$ cat src/rtl/mux_scan_sequencer_if.sv
// Bus between the mux scan sequencer and its surroundings: the scan request,
// the mux feedback and the select / result outputs.
//
// Optional feature macro: SCAN_CONTINUOUS_EN (adds the cont input).
//
//   start  scan request, sampled only while idle
//   y_in   mux output y fed back from the 4-to-1 mux
//   cont   (SCAN_CONTINUOUS_EN only) restart immediately after a completed scan
//   s1     mux select MSB (channel bit 1)
//   s2     mux select LSB (channel bit 0)
//   busy   scan in progress
//   data   last completed scan, data[k] = y sampled on channel k
//   valid  one-cycle pulse when data is updated
//
// Modports: slave = the sequencer, master = the requester/mux side.
interface mux_scan_sequencer_if;
    logic       start;
    logic       y_in;
`ifdef SCAN_CONTINUOUS_EN
    logic       cont;
`endif
    logic       s1;
    logic       s2;
    logic       busy;
    logic [3:0] data;
    logic       valid;

`ifdef SCAN_CONTINUOUS_EN
    modport slave  (input  start, y_in, cont, output s1, s2, busy, data, valid);
    modport master (output start, y_in, cont, input  s1, s2, busy, data, valid);
`else
    modport slave  (input  start, y_in, output s1, s2, busy, data, valid);
    modport master (output start, y_in, input  s1, s2, busy, data, valid);
`endif
endinterface

$ cat src/rtl/mux_scan_sequencer.sv
// Mux scan sequencer: on a start request, steps the 4-to-1 mux selects
// through channels 0..3, holding each for DWELL cycles, samples the fed-back
// mux output on the last dwell cycle of each channel and publishes the four
// samples as a 4-bit word with a one-cycle valid pulse.
//
// Optional feature macro: SCAN_CONTINUOUS_EN -- when defined, bus.cont=1 on
// the completing edge restarts the scan at channel 0 without an idle cycle.
//
// Ports:
//   clk    system clock, rising edge
//   reset  asynchronous, active-high reset
//   bus    mux_scan_sequencer_if.slave (start, y_in, [cont], s1, s2, busy,
//          data, valid)
//
// State | meaning
// ------+-------------------------------------------------------------
// IDLE  | selects parked at 00, busy low, waiting for start
// SCAN  | selects = channel, dwell counter running, sampling y_in
module mux_scan_sequencer #(
    parameter int DWELL = 4,
    parameter int CNT_W = 8
) (
    input  logic                 clk,
    input  logic                 reset,
    mux_scan_sequencer_if.slave  bus
);
    typedef enum logic {IDLE = 1'b0, SCAN = 1'b1} state_t;

    localparam logic [CNT_W-1:0] CNT_LAST = CNT_W'(DWELL - 1);
    localparam logic [CNT_W-1:0] CNT_ONE  = CNT_W'(1);

    state_t           state_q, state_d;
    logic [1:0]       chan_q, chan_d;
    logic [CNT_W-1:0] cnt_q, cnt_d;
    logic [2:0]       shadow_q, shadow_d;
    logic [3:0]       data_q, data_d;
    logic             valid_q, valid_d;

    logic             last_dwell;
    logic             restart;

    assign last_dwell = (cnt_q == CNT_LAST);

`ifdef SCAN_CONTINUOUS_EN
    assign restart = bus.cont;
`else
    assign restart = 1'b0;
`endif

    always_ff @(posedge clk or posedge reset) begin
        if (reset) begin
            state_q  <= IDLE;
            chan_q   <= 2'd0;
            cnt_q    <= '0;
            shadow_q <= 3'b000;
            data_q   <= 4'b0000;
            valid_q  <= 1'b0;
        end else begin
            state_q  <= state_d;
            chan_q   <= chan_d;
            cnt_q    <= cnt_d;
            shadow_q <= shadow_d;
            data_q   <= data_d;
            valid_q  <= valid_d;
        end
    end

    always_comb begin
        state_d  = state_q;
        chan_d   = chan_q;
        cnt_d    = cnt_q;
        shadow_d = shadow_q;
        data_d   = data_q;
        valid_d  = 1'b0;
        case (state_q)
            IDLE: begin
                if (bus.start) begin
                    state_d = SCAN;
                    chan_d  = 2'd0;
                    cnt_d   = '0;
                end
            end
            SCAN: begin
                if (last_dwell) begin
                    cnt_d = '0;
                    case (chan_q)
                        2'd0: shadow_d[0] = bus.y_in;
                        2'd1: shadow_d[1] = bus.y_in;
                        2'd2: shadow_d[2] = bus.y_in;
                        default: ;
                    endcase
                    if (chan_q != 2'd3) begin
                        chan_d = chan_q + 2'd1;
                    end else begin
                        // Channel 3 is never shadowed; it goes straight into data.
                        data_d  = {bus.y_in, shadow_q};
                        valid_d = 1'b1;
                        chan_d  = 2'd0;
                        state_d = restart ? SCAN : IDLE;
                    end
                end else begin
                    cnt_d = cnt_q + CNT_ONE;
                end
            end
            default: state_d = IDLE;
        endcase
    end

    always_comb begin
        bus.busy  = (state_q == SCAN);
        bus.s1    = (state_q == SCAN) & chan_q[1];
        bus.s2    = (state_q == SCAN) & chan_q[0];
        bus.data  = data_q;
        bus.valid = valid_q;
    end
endmodule

$ cat src/flat_wrapper.sv
// flat-port wrapper written by rule: the top's interface ports become plain ports
module mux_scan_sequencer_flat 
#(
    parameter int DWELL = 4,
    parameter int CNT_W = 8
)
  (clk, reset, bus_start, bus_y_in, bus_s1, bus_s2, bus_busy, bus_data, bus_valid);
  mux_scan_sequencer_if bus_i ();
  input  logic clk;
  input  logic reset;
  input wire logic [$bits(bus_i.start)-1:0] bus_start;
  input wire logic [$bits(bus_i.y_in)-1:0] bus_y_in;
  output wire logic [$bits(bus_i.s1)-1:0] bus_s1;
  output wire logic [$bits(bus_i.s2)-1:0] bus_s2;
  output wire logic [$bits(bus_i.busy)-1:0] bus_busy;
  output wire logic [$bits(bus_i.data)-1:0] bus_data;
  output wire logic [$bits(bus_i.valid)-1:0] bus_valid;
  assign bus_i.start = bus_start;
  assign bus_i.y_in = bus_y_in;
  assign bus_s1 = bus_i.s1;
  assign bus_s2 = bus_i.s2;
  assign bus_busy = bus_i.busy;
  assign bus_data = bus_i.data;
  assign bus_valid = bus_i.valid;
  mux_scan_sequencer #(.DWELL(DWELL), .CNT_W(CNT_W)) u_core (.clk(clk), .reset(reset), .bus(bus_i));
endmodule
$ cat config.mk
export PLATFORM = sky130hd
export DESIGN_NAME = mux_scan_sequencer_flat
export DESIGN_NICKNAME = d
export VERILOG_FILES = /design/src/rtl/mux_scan_sequencer_if.sv /design/src/rtl/mux_scan_sequencer.sv /design/src/flat_wrapper.sv
export SDC_FILE = /design/constraint.sdc
export NUM_CORES = 1
export LEC_CHECK = 0
export ABC_AREA = 1
export ABC_CLOCK_PERIOD_IN_PS = 3000
export BUFFER_PORTS_ARGS = -buffer_cell sky130_fd_sc_hd__buf_2
export CORE_UTILIZATION = 40
export CTS_BUF_LIST = sky130_fd_sc_hd__clkbuf_4
export DETAILED_ROUTE_END_ITERATION = 6
export PLACE_DENSITY_LB_ADDON = 0.05
export SETUP_SLACK_MARGIN = 0.05
export SLEW_MARGIN = 20
export SYNTH_ARGS = -nofsm -noshare
export SYNTH_HDL_FRONTEND = slang
export SYNTH_SLANG_ARGS = --single-unit
$ cat constraint.sdc
create_clock -name clk -period 3 [get_ports clk]
set_input_delay 0.6 -clock clk [delete_from_list [all_inputs] [get_ports clk]]
set_output_delay 0.6 -clock clk [all_outputs]
set_load 0.01 [all_outputs]
==> flow_summary.yaml <==
run_status:
  status: "finished clean"
timing:
  slew_headroom_pct: 50.6
  period_minus_slack_ns: 2.02
  fmax_mhz: 495
  rsz0062_at_grt: "no"
  slew_viol_final: 0
  timing.final.crit_share_pct: 67.4
  tns_ns: 0
  finClkSkew_ns: 0.00694
  setup_viol_count_final: 0
  tightest_slew_ns: 0.741
  hold_viol_final: 0
drt:
  dr_total_vias: 812
  ant_nets: 0
  vias_per_cell: 4.78
  drt_wl_total_um: 1930
  dr.pass1.iters: 4
  drtIter0Drc: 20
  drt-wirelength-per-cell_um: 11.3
  post-route-drc-count: 0
floorplanning:
  die_area_um2: 2800
  fp.dieH_um: 53.0
  coreArea_um2: 2450
  dieWidth_um: 53.0
  io_pins: 12
  rows: 18
  start_util_pct: 42.3
critical_path:
  cp_top_family: "flip-flops"
  cp-start-kind: "flop"
  crit_arrival_ns: 1.42
  crit_cells: 3
  crit_slowest_cell: "dfrtp_1"
  path_class: "flop to output port"
  slowest_delay_ns: 0.84
  endpoint_kind: "output port"
  worst-path-buf-inv: 2
  required_ns: 2.40
  r2r_cells: 3
  startpoint: "u_core.bus.busy$_DFF_PP0_"
  cp_max_fo: 24
  crit_chain: "nand2_1 -> inv_1 -> buf_2"
  rr_startpoint: "u_core.bus.busy$_DFF_PP0_"
cts:
  clk_pin_slew_ns: 0.11
  cts_tree: "yes"
  h-tree-depth: 1
  post-cts-setup-buffers: 0
  clk_latency_ns: 0.29
  cts_inserted_buffers: 3
  clock_path_buffers: 2
  clock-sinks: 19
  ctsHoldBuffers: 0
  ctsResizeCount: 0
  cts-root-buf: "clkbuf_4"
grt:
  first_global_vias: 733
  grt.overflow.total: 0
  grt_usage_pct: 16.0
  grt_max_degree: 25
  grt_antenna_before_repair: 0
  grt_pass1_wl_um: 3200
logic_synthesis:
  synth_area_um2: 1040
  ys_ff_latch: 19
  avgSynthCellArea_um2: 8.05
  synth_ff_type: "dfrtp_1"
  async_reset_ff_share_pct: 100
  syn_inst: 129
  ys_types: 20
  synth_top_area_share_pct: 45.8
  yosys.area.top_type: "dfrtp_1"
  synthTopCellsByArea: "dfrtp_1, nand2_1, ha_1, nand3_1, inv_1"
  synth_edf_count: 0
  ys.warnings.count: 0
  syn_nets: 139
  seq_area_frac_synth_pct: 45.8
layout:
  drive_gt1_share_pct: 14.3
  final_nets: 151
  stdcell_count: 170
  area_delta_synth_final_pct: 8.79
  fillers: 251
  antenna_cells: 0
placed_design:
  placedCellCount: 166
  dp_hpwl_um: 1320
  gp_congestion: 0.840
  port_buffers: 11
pwr:
  peakVddDrop_v: 0.000421
  power_uw: 987
  p_leak_uw: 0.000587
  p_per_area_nw_per_um2: 874
worst_hold_path:
  hold_class: "primary input to asynchronous set/reset pin"
job:
  maxCapViolCount: 0
[layout by cell type, fill, tap and decap left out, drive strengths merged]
| master | Yosys | final |
|---|---|---|
| o21bai | 1 | 1 |
| inv | 13 | 13 |
| xor2 | 2 | 2 |
| buf | 3 | 11 |
| clkbuf | 1 | 4 |
| xnor2 | 1 | 1 |
| nor2 | 10 | 10 |
| nor3 | 1 | 1 |
| o21ai | 5 | 5 |
| nand2 | 44 | 44 |
| dfrtp | 19 | 19 |
| nand4 | 7 | 7 |
| ha | 6 | 6 |
| nand3 | 16 | 16 |
[worst register-to-register path, delay by kind of cell, from the launching register on]
kind             cells  cell delay, ns
flip-flops           1            0.67
AND/OR/NAND/NOR      2            0.72
AO/OA/AOI/OAI        1            0.10
[metal layers]
metal,part of all wire (%),up-vias,wire length (um),GRT usage (%)
li1,-,431,-,-
met1,51,360,976,21.7
met2,43,19,827,25.1
met3,5.3,2,102,2.59
met4,1.0,0,20,6.58
met5,0,-,0,0
[synthesized netlist by cell type, types with 2 or more instances]
master and n:
nor2_1 8, buf_6 2, xor2_1 2, nand3_1 15, dfrtp_1 19, inv_1 12, nand2_1 43, o21ai_0 5
ha_1 6, nand4_1 7
[kinds of logic after synthesis]
kind of cell | Yosys count | share of synthesized area [%]
AO/OA/AOI/OAI | 6 | 3.13
flip-flops | 19 | 45.8
buffers and inverters | 17 | 7.71
AND/OR/NAND/NOR | 78 | 33.6
adder cells (fa/ha/maj) | 6 | 7.23
XOR/XNOR | 3 | 2.53
[registers in the layout, indices dropped and copies added (netlist names)]
name / cells
u_core.bus.data: 4
u_core.bus.valid: 1
u_core.bus.busy: 1
u_core.shadow_q: 3
u_core.cnt_q: 8
u_core.chan_q: 2
[report_power, final]
part | switching, uW | internal (uW) | total (uW)
sequential | 122 | 361 | 484
clock | 79.6 | 60.7 | 140
combinational | 207 | 156 | 363
total | 409 | 578 | 987
[metrics by stage]
step / setup slack, ns / hold WS, ns / util [%] / cell area [um2]
after floorplan: 1.50 / 0.442 / - / 1040
after global placement: 1.32 / 0.450 / 44.8 / 1100
after detailed placement: 1.32 / 0.453 / 44.8 / 1100
after CTS: 0.972 / 0.434 / 46.0 / 1130
after global routing: 0.846 / 0.468 / 46.0 / 1130
final: 0.979 / 0.405 / 46.0 / 1130
[final timing paths]
kind                                             endpoint  slack (ns)
max in group asynchronous     u_core.cnt_q[4]$_DFFE_PP0P_        2.13
hold / removal             u_core.bus.data[0]$_DFFE_PP0P_        0.41
setup / recovery                                   bus_s1        0.98
setup reg to reg              u_core.cnt_q[2]$_DFFE_PP0P_        1.44
min in group clk           u_core.bus.data[2]$_DFFE_PP0P_        0.48
hold reg to reg            u_core.bus.data[2]$_DFFE_PP0P_        0.48
[layout make-up]
type	count	area (um2)	area share, %
flip-flops and latches	19	475	42.1
multi-input cells	93	483	42.7
repair buffers	11	55.1	4.87
clock buffers	4	30.0	2.66
well taps	30	37.5	3.32
inverters	13	48.8	4.32
No activity file was read; power rests on OpenSTA's default activity.
